===== config.mk =====
export PLATFORM = sky130hd
export DESIGN_NAME = dmem_wbuf
export DESIGN_NICKNAME = d
export VERILOG_FILES = /design/src/rtl/dmem_wbuf.sv
export SDC_FILE = /design/constraint.sdc
export NUM_CORES = 2
export LEC_CHECK = 0
export BUFFER_PORTS_ARGS = -buffer_cell sky130_fd_sc_hd__buf_2
export CAP_MARGIN = 20
export CORE_ASPECT_RATIO = 0.5
export CORE_MARGIN = 8
export CORE_UTILIZATION = 35
export DETAILED_ROUTE_END_ITERATION = 7
export RECOVER_POWER = 50
export SLEW_MARGIN = 0
export SYNTH_ARGS = -nofsm -noshare
export SYNTH_HDL_FRONTEND = slang
export SYNTH_SLANG_ARGS = --single-unit

===== constraint.sdc =====
create_clock -name clk -period 6.5 [get_ports clk]
set_input_delay 0 -clock clk [delete_from_list [all_inputs] [get_ports clk]]
set_output_delay 0 -clock clk [all_outputs]
set_load 0.1 [all_outputs]

===== src/rtl/dmem_wbuf.sv =====
// rtl/dmem_wbuf.sv - data memory with posted-store FIFO write buffer and youngest-first store-to-load forwarding
// Optional MMIO status register enabled by defining DMEM_MMIO_STATUS_EN.
module dmem_wbuf #(
   parameter int          DEPTH_WORDS = 64,
   parameter int          WBUF_DEPTH  = 4,
   parameter logic [31:0] STATUS_ADDR = 32'h64
) (
   input  logic                        clk,
   input  logic                        reset,
   input  logic                        MemWrite,
   input  logic [31:0]                 DataAdr,
   input  logic [31:0]                 WriteData,
   input  logic                        drain_en,
   output logic [31:0]                 ReadData,
   output logic [$clog2(WBUF_DEPTH):0] wbuf_count,
   output logic                        wbuf_empty,
   output logic                        wbuf_full,
   output logic                        overflow,
   output logic                        status_valid,
   output logic [31:0]                 status_data
);
   localparam int IW = $clog2(DEPTH_WORDS);
   localparam int PW = $clog2(WBUF_DEPTH);
   localparam int CW = PW + 1;

   logic [31:0]   mem     [DEPTH_WORDS];
   logic [IW-1:0] bufIdx  [WBUF_DEPTH];
   logic [31:0]   bufData [WBUF_DEPTH];
   logic [PW-1:0] wrPtr, rdPtr;
   logic [CW-1:0] count;
   logic [IW-1:0] adrIdx;
   logic          statusHit, storeReq, push, pop, isFull, fwdHit;
   logic [31:0]   fwdData;
   logic          unusedBits;

   assign adrIdx = DataAdr[2 +: IW];
   assign isFull = (count == CW'(WBUF_DEPTH));

`ifdef DMEM_MMIO_STATUS_EN
   logic        statusValid;
   logic [31:0] statusData;

   assign statusHit  = (DataAdr[31:2] == STATUS_ADDR[31:2]);
   assign unusedBits = ^DataAdr[1:0];

   // Status stores bypass the buffer entirely, so they can never overflow it.
   always_ff @(posedge clk or posedge reset) begin
      if (reset) begin
         statusValid <= 1'b0;
         statusData  <= '0;
      end else if (MemWrite && statusHit) begin
         statusValid <= 1'b1;
         statusData  <= WriteData;
      end
   end

   assign status_valid = statusValid;
   assign status_data  = statusData;
`else
   assign statusHit    = 1'b0;
   assign unusedBits   = ^{DataAdr[1:0], DataAdr[31:IW+2], STATUS_ADDR};
   assign status_valid = 1'b0;
   assign status_data  = '0;
`endif

   assign storeReq = MemWrite && !statusHit;
   assign pop      = drain_en && (count != '0);
   // A pop in the same edge frees the slot a full buffer needs.
   assign push     = storeReq && (!isFull || pop);

   always_ff @(posedge clk or posedge reset) begin
      if (reset) begin
         wrPtr    <= '0;
         rdPtr    <= '0;
         count    <= '0;
         overflow <= 1'b0;
      end else begin
         if (push) wrPtr <= wrPtr + PW'(1);
         if (pop)  rdPtr <= rdPtr + PW'(1);
         count <= count + CW'(push) - CW'(pop);
         if (storeReq && !push) overflow <= 1'b1;
      end
   end

   // RAM and buffer payload carry no reset; validity comes from count.
   always_ff @(posedge clk) begin
      if (push) begin
         bufIdx[wrPtr]  <= adrIdx;
         bufData[wrPtr] <= WriteData;
      end
      if (pop) mem[bufIdx[rdPtr]] <= bufData[rdPtr];
   end

   // Walk oldest to youngest so the youngest matching entry overrides.
   always_comb begin
      fwdHit  = 1'b0;
      fwdData = '0;
      for (int i = 0; i < WBUF_DEPTH; i++) begin
         if ((CW'(i) < count) && (bufIdx[rdPtr + PW'(i)] == adrIdx)) begin
            fwdHit  = 1'b1;
            fwdData = bufData[rdPtr + PW'(i)];
         end
      end
   end

   always_comb begin
      ReadData = mem[adrIdx];
      if (statusHit)   ReadData = status_data;
      else if (fwdHit) ReadData = fwdData;
   end

   assign wbuf_count = count;
   assign wbuf_empty = (count == '0);
   assign wbuf_full  = isFull;
endmodule


==> results.tsv <==
metric	value	unit
Core Area	251000	um2
area delta synth->final	14.1	%
worst skew pair latency	0.85	ns
via count	45000	
Yosys warnings	0	
synthesized flop and latch total	2208	
die height	372	um
Synth Instances	4108	
hold endpoint	wbuf_count[1]	
most frequent cells in the layout	2,200 x edfxtp_1, 587 x mux4_2, 239 x mux2i_1	
DR DRC count	0	
outcome	finished with violations	
final setup fails	0	
Detailed Route WL	243000	um
Clock Path Buffers	3	
RSZ-0062 raised after global routing	no	
Ports	139	
layout net count	4489	
Tmin final	5.71	ns
H-tree Lvls	4	
Async S/R FF share, synth	0.362	%
failing checks	max-capacitance violations, max-slew violations	
CTS Buf Count	205	
die width	727	um
required time worst endpoint	6.50	ns
Worst R2R Setup Slack	0.86	ns
worst-path fanout max	26	
initial antenna violation count	8	
HP Start	MemWrite	
Top FF cell, synth	edfxtp_1	
gpl congestion	0.818	
placed cells	7491	
total die area	270000	um2
drt first pass iters	5	
Reg2Reg Depth	4	
worst hold path type	in2reg	
CP Data Arrival Time	5.71	ns
met2 usage	28.2	%
share of layout cells above drive strength 1	26.6	%
hold path depth	4	
Slew headroom	-161	%
largest net degree at the start of global routing	85	
r2r endpoint	mem[24][10]	
WL/cell	30.6	um
Finished Layout Cells	7946	
Final HPWL DP	142000	um
Worst Clk Skew	0.0560	ns
first-pass GRT wire length	342000	um
Mapped Avg Cell Area	21.6	um2
worst vdd ir	381	uV
Reg clk slew, reported paths	0.06	ns
Worst Setup Start Kind	input pin	
met1 Resource Use GR	24.1	%
final hold violation count	0	
antenna-violating nets left	0	
R2R Path Start	rdPtr[0]	
grt peak-use layer	met2	
worst setup path start	DataAdr[7]	
critical path capture point type	output pin	
row count	130	
Netlist cell types	65	
Starting Density	35.2	%
GRT overflow	0	
PwrDens	399	nW/um2
Slew @ Worst Pin	3.91	ns
IO Port Bufs	79	
Achievable Freq	175	MHz
most common cell after layout, fill and taps aside	edfxtp_1	
Syn Std Cell Area	88600	um2
setup TNS	0	ns
sequential-to-total area share from yosys stat	74.8	%
drt first-iter violations	5696	
CTS root buf	clkbuf_16	
all-layer global routing usage	17.6	%
Final period util	87.8	%
max_cap viols	23	
post-CTS resize count	0	
vias in the first global route	45300	
Vias/cell	5.67	
met3 Track Usage GR	3.74	%
Slew Limit Fails	1177	
TritonCTS Sinks	2208	
Leakage	31.5	nW
Crit Path Class	in2out	
Post-synth EDFFs	2200	
CTS tree	yes	
[Yosys cell counts, types with 5 or more instances]
cell          n  area share (%)
o21a_1        6           0.051
inv_1        10           0.042
a21oi_1      61            0.34
ha_1          7           0.099
edfxtp_1   2200              75
nand3_1      18            0.10
a221oi_1     43            0.43
a22oi_1       6           0.051
buf_1        21           0.089
buf_4        80            0.68
xnor2_1      25            0.25
o2bb2ai_1     6           0.059
o31a_1        7           0.069
nand2_1     102            0.43
a22o_1        8           0.079
mux4_2      587              15
clkbuf_1     79            0.33
dfrtp_1       8            0.23
o21ai_1       5           0.028
mux2i_1     241             2.7
nand2b_1     12           0.085
nor3_1        9           0.051
nor2_1      116            0.49
o21ai_0      37            0.21
xor2_1        5           0.049
mux2_2       38            0.48
and3_1        7           0.049
o22ai_1      66            0.47
a211oi_1     23            0.19
buf_6        13            0.17
and2_1       12           0.085
nor2b_1      21            0.15
buf_2        85            0.48
a221o_1       8           0.090
o221ai_1     78            0.77
[worst max-delay path: stages]
cell and delay (ns):
dlygate4sd3_1 0.53, clkbuf_1 0.91, clkbuf_1 1.44, xnor2_1 0.19
nand3_1 0.28, inv_1 0.12, a211oi_4 0.75, buf_4 0.35
mux2_2 0.18, a211oi_1 0.08, o32ai_1 0.32, buf_2 0.53
[what timing repair did]
action                    4_1_cts  5_1_grt
hold buffers                   76        0
hold endpoints to repair      168        0
setup buffers                   0        0
[power breakdown]
| part | leakage (nW) | switching, mW | internal (mW) |
|---|---|---|---|
| Clock | 3.09 | 5.23 | 6.32 |
| Sequential | 19.9 | 0.387 | 19.5 |
| Combinational | 8.49 | 6.88 | 2.04 |
| Total | 31.5 | 12.5 | 27.8 |
[stage by stage]
step	hold slack [ns]	util (%)	instance area (um2)	total power, mW	worst slack [ns]
4_1_cts	0.0814	40.3	101000	40.4	0.836
3_5_place_dp	0.0550	37.4	94100	28.9	1.77
6_report	0.169	40.2	101000	40.3	0.794
3_3_place_gp	0.0338	37.4	93900	28.5	1.68
5_1_grt	0.200	40.2	101000	41.5	0.533
2_1_floorplan	-0.184	-	88700	25.2	1.24
[worst max path at each step]
stage                               to  slack (ns)
final                      ReadData[0]        0.79
after global routing       mem[26][10]        0.53
after CTS                 ReadData[23]        0.84
after detailed placement  ReadData[23]        1.77
after global placement    ReadData[23]        1.68
after floorplan           ReadData[24]        1.24
[cell families after synthesis]
group	Yosys count	share of synthesized area (%)
flip-flops	2208	74.8
multiplexers	868	18.2
AO/OA/AOI/OAI	388	3.18
AND/OR/NAND/NOR	314	1.58
buffers and inverters	291	1.80
XOR/XNOR	30	0.297
adder cells (fa/ha/maj)	8	0.122
other	1	0.00423
[layer usage]
metal  wire length, um  up-vias
met5                 0        -
met4              7550        0
met3             22300      381
met2            115000     2189
met1             98600    24400
li1                  -    18000
[state kept, by name, indices dropped and copies added, names as in the netlist]
register	count
mem	2048
bufData	128
bufIdx	24
wbuf_count	3
rdPtr	2
wrPtr	2
overflow	1
[cell type report]
class                   instances  area (um2)
diodes                          4        10.0
clock buffers                 256        5410
clock inverters               114         912
fillers                     21900      150000
inverters                      13        53.8
multi-input cells            1641       21400
flip-flops and latches       2208       66300
well taps                    3366        4210
repair buffers                344        2830
Power figures use the tool's default switching activity.
